<file path="src/rtl/spi_boot_loader.sv">
// spi_boot_loader
//
// Boot sequencer that owns the SPI controller byte interface after reset.
// It reads a program image from SPI flash with the READ command (0x03)
// and writes it word by word into instruction memory through the imem
// programming port. The core is held in reset for the whole load.
//
// Ports:
//   clk, Rst               system clock, asynchronous active-low reset
//   start, word_count      load request pulse and number of 32-bit words
//   spi_wr, spi_din        push one TX byte into the SPI controller
//   spi_ignore_response    controller drops the RX byte of this write
//   spi_buffer_full        TX buffer has no room
//   spi_data_avail, spi_rd RX byte present / pop it
//   spi_dout               RX byte
//   spi_cs_hold            keep flash chip-select asserted
//   imem_prog_ena, imem_en imem programming strobe and enable
//   imem_addr, imem_din    imem byte address and write data
//   core_hold              hold the core in reset
//   done, error            sticky completion / timeout status
module spi_boot_loader #(
  parameter logic [23:0] FLASH_BASE = 24'h100000,
  parameter logic [31:0] IMEM_BASE  = 32'h0000_0000,
  parameter int unsigned TIMEOUT    = 4096,
  parameter bit          AUTOBOOT   = 1'b1
) (
  input  logic        clk,
  input  logic        Rst,
  input  logic        start,
  input  logic [15:0] word_count,
  output logic        spi_wr,
  output logic [7:0]  spi_din,
  output logic        spi_ignore_response,
  input  logic        spi_buffer_full,
  input  logic        spi_data_avail,
  output logic        spi_rd,
  input  logic [7:0]  spi_dout,
  output logic        spi_cs_hold,
  output logic        imem_prog_ena,
  output logic        imem_en,
  output logic [31:0] imem_addr,
  output logic [31:0] imem_din,
  output logic        core_hold,
  output logic        done,
  output logic        error
);

  typedef enum logic [2:0] {
    IDLE,
    CMD,
    SEND,
    RECV,
    WRITE,
    DONE,
    ERROR
  } state_t;

  localparam logic [31:0] TLIMIT = 32'(TIMEOUT - 1);

  state_t      state;
  logic [15:0] count;
  logic [15:0] idx;
  logic [1:0]  cmd_cnt;
  logic [1:0]  lane;
  logic [31:0] word;
  logic [31:0] tcnt;
  logic        boot_pending;
  logic [7:0]  cmd_byte;

  // READ command followed by the 24-bit flash address, MSB first
  always_comb begin
    cmd_byte = 8'h03;
    case (cmd_cnt)
      2'd0: cmd_byte = 8'h03;
      2'd1: cmd_byte = FLASH_BASE[23:16];
      2'd2: cmd_byte = FLASH_BASE[15:8];
      2'd3: cmd_byte = FLASH_BASE[7:0];
      default: cmd_byte = 8'h03;
    endcase
  end

  // Single FSM with registered outputs. spi_buffer_full is sampled on the
  // edge that launches a write, so a write is only issued when the buffer
  // reported room on that edge. boot_pending makes the first cycle after
  // reset release behave like a start pulse when AUTOBOOT is set.
  always_ff @(posedge clk or negedge Rst) begin
    if (!Rst) begin
      state               <= IDLE;
      count               <= 16'd0;
      idx                 <= 16'd0;
      cmd_cnt             <= 2'd0;
      lane                <= 2'd0;
      word                <= 32'd0;
      tcnt                <= 32'd0;
      boot_pending        <= AUTOBOOT;
      spi_wr              <= 1'b0;
      spi_din             <= 8'd0;
      spi_ignore_response <= 1'b0;
      spi_rd              <= 1'b0;
      spi_cs_hold         <= 1'b0;
      imem_prog_ena       <= 1'b0;
      imem_en             <= 1'b0;
      imem_addr           <= 32'd0;
      imem_din            <= 32'd0;
      core_hold           <= AUTOBOOT;
      done                <= 1'b0;
      error               <= 1'b0;
    end else begin
      spi_wr        <= 1'b0;
      spi_rd        <= 1'b0;
      imem_prog_ena <= 1'b0;
      imem_en       <= 1'b0;

      case (state)
        IDLE, DONE, ERROR: begin
          if (start || boot_pending) begin
            boot_pending <= 1'b0;
            count        <= word_count;
            idx          <= 16'd0;
            cmd_cnt      <= 2'd0;
            lane         <= 2'd0;
            error        <= 1'b0;
            spi_cs_hold  <= 1'b0;
            // an empty image completes immediately and releases the core
            if (word_count == 16'd0) begin
              state     <= DONE;
              done      <= 1'b1;
              core_hold <= 1'b0;
            end else begin
              state     <= CMD;
              done      <= 1'b0;
              core_hold <= 1'b1;
            end
          end else if (state == DONE) begin
            done        <= 1'b1;
            core_hold   <= 1'b0;
            spi_cs_hold <= 1'b0;
          end
        end

        CMD: begin
          if (!spi_buffer_full) begin
            spi_wr              <= 1'b1;
            spi_din             <= cmd_byte;
            spi_ignore_response <= 1'b1;
            spi_cs_hold         <= 1'b1;
            cmd_cnt             <= cmd_cnt + 2'd1;
            if (cmd_cnt == 2'd3) begin
              state <= SEND;
            end
          end
        end

        SEND: begin
          if (!spi_buffer_full) begin
            spi_wr              <= 1'b1;
            spi_din             <= 8'h00;
            spi_ignore_response <= 1'b0;
            tcnt                <= 32'd0;
            state               <= RECV;
          end
        end

        // bytes arrive little-endian: lane 0 fills word[7:0]
        RECV: begin
          if (spi_data_avail) begin
            spi_rd                   <= 1'b1;
            word[{lane, 3'b000} +: 8] <= spi_dout;
            lane                     <= lane + 2'd1;
            state                    <= (lane == 2'd3) ? WRITE : SEND;
          end else if (tcnt == TLIMIT) begin
            state       <= ERROR;
            error       <= 1'b1;
            spi_cs_hold <= 1'b0;
          end else begin
            tcnt <= tcnt + 32'd1;
          end
        end

        WRITE: begin
          imem_prog_ena <= 1'b1;
          imem_en       <= 1'b1;
          imem_addr     <= IMEM_BASE + {14'd0, idx, 2'b00};
          imem_din      <= word;
          idx           <= idx + 16'd1;
          if ((idx + 16'd1) == count) begin
            state <= DONE;
          end else begin
            state <= SEND;
          end
        end

        default: state <= IDLE;
      endcase
    end
  end

endmodule

</file>
<file path="config.mk">
export PLATFORM = sky130hd
export DESIGN_NAME = spi_boot_loader
export DESIGN_NICKNAME = d
export VERILOG_FILES = /design/src/rtl/spi_boot_loader.sv
export SDC_FILE = /design/constraint.sdc
export NUM_CORES = 1
export LEC_CHECK = 0
export CAP_MARGIN = 20
export CORE_MARGIN = 10
export CORE_UTILIZATION = 55
export DETAILED_ROUTE_END_ITERATION = 7
export GPL_TIMING_DRIVEN = 0
export PLACE_DENSITY = 0.8
export SLEW_MARGIN = 40
export SYNTH_ARGS = -nofsm -noshare
export SYNTH_HDL_FRONTEND = slang
export SYNTH_SLANG_ARGS = --single-unit
</file>
<file path="constraint.sdc">
create_clock -name clk -period 6.92 [get_ports clk]
set_clock_uncertainty 0.1 [all_clocks]
set_input_delay 1.73 -clock clk [delete_from_list [all_inputs] [get_ports clk]]
set_output_delay 1.73 -clock clk [all_outputs]
set_load 0.01 [all_outputs]
</file>
### Word-level counts from Yosys, hierarchy flattened

Cells that the tools add are included.

* register bits: 168
* output and inout bits: 81
* word-level logic and storage cells: 121

* shift operators: 2
* add/subtract/negate cells: 5
* reductions and logical operators: 25
* equality and inequality tests: 22
* multiplexer cells: 48

Operators with widths (count)
* $mux W32: 3
* $pmux W32 S2: 1
* $add A32 B1 Y32 const B: 1
* $bwmux W32: 1
* $eq A32 B12 Y1 const B: 1
* $pmux W16 S2: 1
* $shift A8 B7 Y32 const A: 1
* $shiftx A8 B7 Y32: 1
* $mux W3: 9
* $pmux W8 S3: 1
* $mux W1: 19
* $add A16 B1 Y16 const B: 1
* $eq A16 B16 Y1: 1
* $logic_not A16 Y1: 1
* $mux W16: 1
* $mux W8: 2
* $ne A2 B2 Y1 const B: 8
* $pmux W8 S2: 1
* $pmux W3 S5: 1
* $reduce_bool A2 Y1: 6
* $reduce_and A5 Y1: 2
* $eq A3 B3 Y1 const B: 3
* $reduce_and A3 Y1: 3
* $pmux W2 S2: 2
* other kinds (18): 31

### Longest topological paths before layout

Gate-level depths: netlist of run 1.

* depth after elaboration: 5
* gate-level depth with buffers: 9

### Worst setup path after synthesis of run 1

OpenSTA, ideal clock, no wires.

* path type: input port to flip-flop
* start: in spi_buffer_full
* end: reg tcnt[27]
* stages on the path: 5
* data arrival time: 3.008 ns
* required time: 6.688 ns
* setup slack: 3.680 ns
* path through: nor4b_2 -> o2111ai_1 -> nor4b_1 -> xnor2_1 -> nor2_1

* word-level cells in the longest chain between the ends: 2

Ends and longest elaborated chain
* start: declaration: RTL line 34 `input logic spi_buffer_full,`
* $ne A2 B2 Y1 (no line)
* $reduce_and A4 Y1 (no line)
* end signal: assignment: RTL line 176 `tcnt <= tcnt + 32'd1;`
* end: declaration: RTL line 66 `logic [31:0] tcnt;`

Every way passes these cells.
A chain may end at the register's enable or synchronous reset.

### Worst setup path after layout of run 1

Same ends and word-level chain as after synthesis.

==> metrics.txt, run 1 <==
count leader, synth=nand2_1; top cells by area, synth=dfrtp_1 50%, nand2_1 14%, o21ai_0 3.5%; Power Total=3.65 mW; post-DR wirelength/cell=16.9 µm; Buffers & Inverters on Critical Path=1; largest net degree at the start of global routing=76; Reg power frac=38.9%; adder-cell share of the synthesized area=1.73%; CORE AREA=14000 µm²; Post-synth top cells=303 x nand2_1, 160 x dfrtp_1, 55 x o21ai_0; die span in x=140 µm; xor/xnor share of the synthesized area=4.18%; yosys warns=0; uppermost layer routed=met4; delay-heaviest family, CP=simple AND/OR/NAND/NOR gates; mux cell area share after synthesis=0.503%; Hold Path Depth=2; Max Cap Violations=0; met2 wire len=9.94 mm; Antenna Violating Nets Remaining=0; Diodes inserted=0; length of routed met3 wiring=1.51 mm; Area growth, synth to finish=24.1%; CP Capture Type=flop; DR vias/cell=5.64; filler instances=1104; Hold WC Path Type=reg -> reg; Compound-Gate Fraction of Synth Area=11.8%; f_max=0.261 GHz; grt ovf=0; die height=140 µm; Finished Cell Area=9870 µm²; P_int=2.33 mW; clk sinks=162; Sw Ratio=36.1%; Post-synth EDFFs=0; antenna violations before repair=0; Required @ worst endpoint=7120 ps; Slew Limit Fails=0; CP Cell Sequence=clkdlybuf4s50_1 -> nor4b_2 -> o2111ai_1 -> nor4b_1 -> xnor2_1 -> nor2_1; nets=1079; sequential share of the synthesized area=51.0%; starting density of the core=56.7%; Clk network pwr share=28.3%; final wirelength=20.9 mm; Clock Latency Late Sink=440 ps; Slew @ Worst Pin=843 ps; Worst-path clk slew=60 ps; Syn Area/Cell=8.74 µm²; Synth top area share=50.3%; IO Pins=110; Most used DFF post-synth=dfrtp_1; peak supply drop=0.226 mV; met1 wire length=9.19 mm; critical path depth in cells=6; Syn Inst Count=910; post-DP HPWL=14.8 mm; PD cells=370 nW/µm²; Global Route Usage Sum=21.1%; final period utilization=55.4%; die area=19700 µm²; unrepaired setup endpoints after global routing=false; layout cells sized above 1=8.56%; row count=43; worst-path maximum fanout=8; P_sw=1.32 mW; DRT iter0 DRCs=656; Post-DP Area=9200 µm²; Final Core Density=70.3%; post-synthesis simple-gate area fraction=25.3%; first-pass GRT wire length=34.2 mm; CTS Hold Buffers Added=0; flops & latches, synth=162; Setup violations, final=0; P_leak=4.55 nW; CP Launch Type=primary input; Hold WS=374 ps; largest area contributor in the netlist=dfrtp_1; Post-synth ARST share=100%; total CTS buffers=17; critical path's largest stage delay=540 ps; Pre-antenna DRT Iters=5; Mapped Area=7960 µm²; cts repair resizes=0; via count=6948; Synth cell types=62; vias in the first global route=6681; DRC=0; final hold vios=0; post-CTS setup repair buffer count=0; Logic pwr share=32.8%; Setup CP Type=in -> reg; Clock Tree Root=clkbuf_16; Port Buffer Count=88; outcome=complete, no violations; Slew HR=43.8%; GPL Wtd Cong=0.893; CTS tree=done; CTS H-tree lvls=4; WP data arrival=4030 ps; fin crit period=3830 ps; Max Root-Sink Buffers=2; CP max-delay cell=nor4b_2; largest family of logic cells by synthesized area=simple AND/OR/NAND/NOR gates; reg2reg path depth=7
-- power groups by stage --
stage,registers [mW],logic (mW),clock network [mW]
floorplan,1.41,0.724,0
finish,1.42,1.20,1.04
global placement,1.42,1.13,0
global route,1.45,1.34,1.08
detailed placement,1.42,1.17,0
CTS,1.41,1.19,1.04
-- area by class of cell --
cell class                      count  area [µm²]  share of cell area (%)
Buffer                             68         365                    3.70
Inverter                           18        67.6                   0.684
Clock inverter                     15         219                    2.22
Timing Repair Buffer               90         941                    9.53
Sequential cell                   162        4060                    41.1
Tap cell                          180         225                    2.28
Multi-Input combinational cell    682        3570                    36.2
Clock buffer                       17         425                    4.31
-- layer usage --
| layer | vias to the layer above | GRT usage [%] |
|---|---|---|
| met5 | - | 0 |
| met4 | 0 | 5.22 |
| met3 | 23 | 7.47 |
| met2 | 235 | 32.7 |
| met1 | 3397 | 27.7 |
| li1 | 3293 | - |
-- placed cells by master (no fill, tap or decap), drive strengths merged, types with 6 or more instances in the layout --
master         synthesis  routed
clkdlybuf4s50          0      87
nor3                  14      14
o31ai                 11      11
ha                    11      11
a31oi                  7       7
nor4                  19      19
o21ai                 79      79
clkbuf                33      50
inv                   18      25
nor4b                  6       6
nor2                  48      48
buf                   35      38
xnor2                 23      23
xor2                  15      15
nand4                 16      16
nand2                303     303
nand3                 17      17
dfrtp                160     160
conb                   1      21
a21oi                 20      20
-- path summary, 6_finish.rpt --
path,from,to,slack [ps]
min in group asynchronous,Rst,tcnt[12],1050
setup / recovery,spi_buffer_full,tcnt[27],3090
hold reg to reg,imem_addr[16],imem_addr[16],370
max in group asynchronous,Rst,boot_pending,4710
hold / removal,imem_addr[16],imem_addr[16],370
setup reg to reg,idx[0],state[1],3990
-- logic make-up (layout without fill, tap and decap cells) --
family | after synthesis | count (layout)
mux | 4 | 4
fa+ha+maj | 11 | 11
compound gates | 152 | 152
buf+inv | 86 | 208
other cells | 1 | 21
xor+xnor | 38 | 38
simple gates | 456 | 456
flops | 162 | 162
-- worst register-to-register path, stage by stage (launching register included) --
cell	delay, ps
dfrtp_1	350
clkbuf_1	330
nand4_1	290
nor3_1	660
a31oi_1	160
a211o_1	320
nor4_2	400
o22ai_1	170
-- per-stage QoR --
stage               TNS [ps]  instances  setup slack [ps]
finish                     0       1232              3090
global route               0       1232              2970
CTS                        0       1232              3160
detailed placement         0       1200              2720
global placement     -411580       1198             -2580
floorplan                  0        930              3680
-- flip-flops by register name (all words and copies together), names as in the netlist, 2 cells and up --
signal / count
spi_din: 2
idx: 16
lane: 2
imem_din: 32
count: 16
tcnt: 32
word: 32
state: 3
cmd_cnt: 2
imem_addr: 16
Note: power is estimated with default switching activity, not from simulation.
==> run 2: changes to the inputs <==
==> constraint.sdc (replaced) <==
create_clock -name clk -period 3.7 [get_ports clk]
set_clock_uncertainty 0.1 [all_clocks]
set_input_delay 0.925 -clock clk [delete_from_list [all_inputs] [get_ports clk]]
set_output_delay 0.925 -clock clk [all_outputs]
set_load 0.01 [all_outputs]
==> results of run 2 <==
Same layout as run 1 (identical final DEF). Status: complete, no violations.
Among the figures that moved: setup slack after placement 2720 ps -> 305 ps; clock-pin slew on the worst setup and hold paths 60 ps -> 70 ps; setup slack after layout 3090 ps -> 674 ps; hold slack 374 ps -> 250 ps; register-to-register setup slack 3990 ps -> 770 ps; total power 3.65 mW -> 6.83 mW; worst IR drop on VDD 0.226 mV -> 0.422 mV
==> run 3: changes to the inputs <==
--- a/config.mk
+++ b/config.mk
@@ -7,10 +7,10 @@
 export LEC_CHECK = 0
 export CAP_MARGIN = 20
 export CORE_MARGIN = 10
-export CORE_UTILIZATION = 55
+export CORE_UTILIZATION = 50
 export DETAILED_ROUTE_END_ITERATION = 7
 export GPL_TIMING_DRIVEN = 0
-export PLACE_DENSITY = 0.8
+export PLACE_DENSITY = 0.77
 export SLEW_MARGIN = 40
 export SYNTH_ARGS = -nofsm -noshare
 export SYNTH_HDL_FRONTEND = slang
==> constraint.sdc (replaced) <==
create_clock -name clk -period 2.45 [get_ports clk]
set_clock_uncertainty 0.1 [all_clocks]
set_input_delay 0.6125 -clock clk [delete_from_list [all_inputs] [get_ports clk]]
set_output_delay 0.6125 -clock clk [all_outputs]
set_load 0.01 [all_outputs]
==> run 3 against run 2 <==
Against the previous run:
- critical endpoint is now tcnt[28]
- worst setup slack worse by 610 ps
- first-iteration DRC count down 10%
- non-clock buffer count up 7
- routed wire length up 0.27%
- design area up 2.1%
- global-route usage down 1.6 points
- sequential share of layout area down 0.84 points
- combinational power up 56%
- highest routed layer unchanged
==> metrics.txt, run 3 (synthesis results as in run 1) <==
outcome=complete, no violations; Slew @ Worst Pin=660 ps (-182 ps); commonest non-fill, non-tap cell in the layout=nand2_1; Max Cap Violations=0 (unchanged); Buffers & Inverters on Critical Path=2 (+1); Reg power frac=39.8% (+0.9 points); Setup violations, final=0 (unchanged); CP max-delay cell=dfrtp_2; PD cells=1000 nW/µm²; Slew Limit Fails=0 (unchanged); final hold vios=0 (unchanged); Area growth, synth to finish=26.7%; Hold WC Path Type=reg -> reg; P_leak=4.67 nW (+2.6%); layout cells sized above 1=11.9% (+3.3 points); Clk network pwr share=25.6% (-2.7 points); largest net degree at the start of global routing=47 (-38%); Antenna Violating Nets Remaining=0 (unchanged); Slew HR=55.7% (+12 points); f_max=0.419 GHz; CP Capture Type=flop; Worst-path clk slew=70 ps; starting density of the core=50.6% (-6.0 points); first-pass GRT wire length=34.4 mm (+0.64%); setup TNS=0 ps (unchanged); Max Root-Sink Buffers=2 (unchanged); die area=21400 µm² (+8.5%); Required @ worst endpoint=2680 ps; antenna violations before repair=0 (unchanged); DRC=0 (unchanged); GPL Wtd Cong=0.923 (+3.3%); post-DR wirelength/cell=16.4 µm (-3.1%); total CTS buffers=17 (unchanged); grt ovf=0 (unchanged); CORE AREA=15700 µm² (+12%); CP Cell Sequence=ha_4 -> nand2_2 -> or3_1 -> buf_2 -> or3_1 -> buf_6 -> a21oi_4 -> a31oi_1 -> a41o_1; CTS H-tree lvls=4 (unchanged); top flop regs=imem_din x32, tcnt x32, word x32; Hold WS=367 ps; critical path's largest stage delay=410 ps (-130 ps); DRT iter0 DRCs=590 (-10%); filler instances=1307 (+18%); fin crit period=2390 ps; post-DP HPWL=14.9 mm (+0.70%); Sw Ratio=37.0%; Logic pwr share=34.6% (+1.8 points); vias in the first global route=6767 (+1.3%); crit-path most repeated cell=or3_1; via count=6817 (-1.9%); nets=1086 (+0.65%); Global Route Usage Sum=19.6% (-1.6 points); row count=46 (+7.0%); final wirelength=20.9 mm (+0.27%); final period utilization=97.5%; WP data arrival=2620 ps; clk sinks=162 (unchanged); die height=146 µm (+4.2%); CTS tree=done; die span in x=146 µm (+4.2%); P_int=6.35 mW; Clock Latency Late Sink=430 ps (about the same); Clock Tree Root=clkbuf_16; Post-DP Area=9280 µm² (+0.82%); Finished Cell Area=10100 µm² (+2.1%); delay-heaviest family, CP=simple AND/OR/NAND/NOR gates; Setup CP Type=reg -> reg; Diodes inserted=0 (unchanged); P_sw=3.73 mW; CP Launch Type=flop; Port Buffer Count=88 (unchanged); unrepaired setup endpoints after global routing=true; IO Pins=110 (unchanged); Pre-antenna DRT Iters=5 (unchanged); most frequent cells in the layout=301 x nand2_1, 159 x dfrtp_1, 87 x clkdlybuf4s50_1; DR vias/cell=5.35 (-5.2%); worst-path maximum fanout=7 (-1); peak supply drop=0.648 mV
==> run 3: tightest hold or removal path: stages, from the launching register on <==
cell and delay [ps]:
dfrtp_1 340, nand2_1 50, nand2_1 50
==> run 3: power by group through the flow <==
stage / Combinational [mW] / Clock, mW / Sequential (mW)
after detailed placement: 3.35 / 0 / 4.02
after CTS: 3.43 / 2.64 / 4.00
after global routing: 3.89 / 2.75 / 4.11
after floorplan: 2.05 / 0 / 3.99
after global placement: 3.22 / 0 / 4.01
final: 3.49 / 2.58 / 4.01
==> run 3: routing by layer <==
layer,track usage (%),up-vias,share of wire [%]
li1,-,3305,-
met1,25.5,3286,45
met2,30.5,199,47
met3,6.27,27,6.5
met4,5.71,0,1.0
met5,0,-,0
==> run 3: worst paths after layout <==
| kind | startpoint | end | slack [ps] | cells past startpoint |
|---|---|---|---|---|
| worst max-delay path | tcnt[0] | tcnt[28] | 60 | 9 |
| worst min-delay path | word[5] | imem_din[5] | 370 | 2 |
| worst max register to register | tcnt[0] | tcnt[28] | 60 | 9 |
| worst min register to register | word[5] | imem_din[5] | 370 | 2 |
| max in group asynchronous | Rst | tcnt[0] | 660 | 5 |
| min in group asynchronous | Rst | done | 530 | 2 |
==> run 3: layout make-up <==
class	instances	area [µm²]	area share, %
Tap cell	216	270	2.68
Inverter	18	67.6	0.670
Multi-Input combinational cell	682	3730	37.0
Buffer	67	377	3.74
Clock inverter	13	124	1.23
Sequential cell	162	4060	40.2
Clock buffer	19	443	4.39
Timing Repair Buffer	98	1020	10.1
==> run 3: through the flow <==
| stage | setup slack, ps | instances | util, % | power, mW |
|---|---|---|---|---|
| 4_1_cts | 32.9 | 1271 | 63.4 | 10.1 |
| 5_1_grt | -20.7 | 1275 | 64.2 | 10.8 |
| 2_1_floorplan | 151 | 930 | - | 6.04 |
| 3_5_place_dp | -641 | 1237 | 59.1 | 7.37 |
| 3_3_place_gp | -6030 | 1234 | 58.4 | 7.23 |
| 6_report | 60.9 | 1275 | 64.2 | 10.1 |
==> run 3: what timing repair did <==
item | CTS | global route
setup endpoints to repair | 45 | 90
endpoints found under the hold margin | 29 | 0
pin swaps | 3 | 5
resized for setup | 17 | 30
setup buffers | 2 | 4
hold buffers | 1 | 0
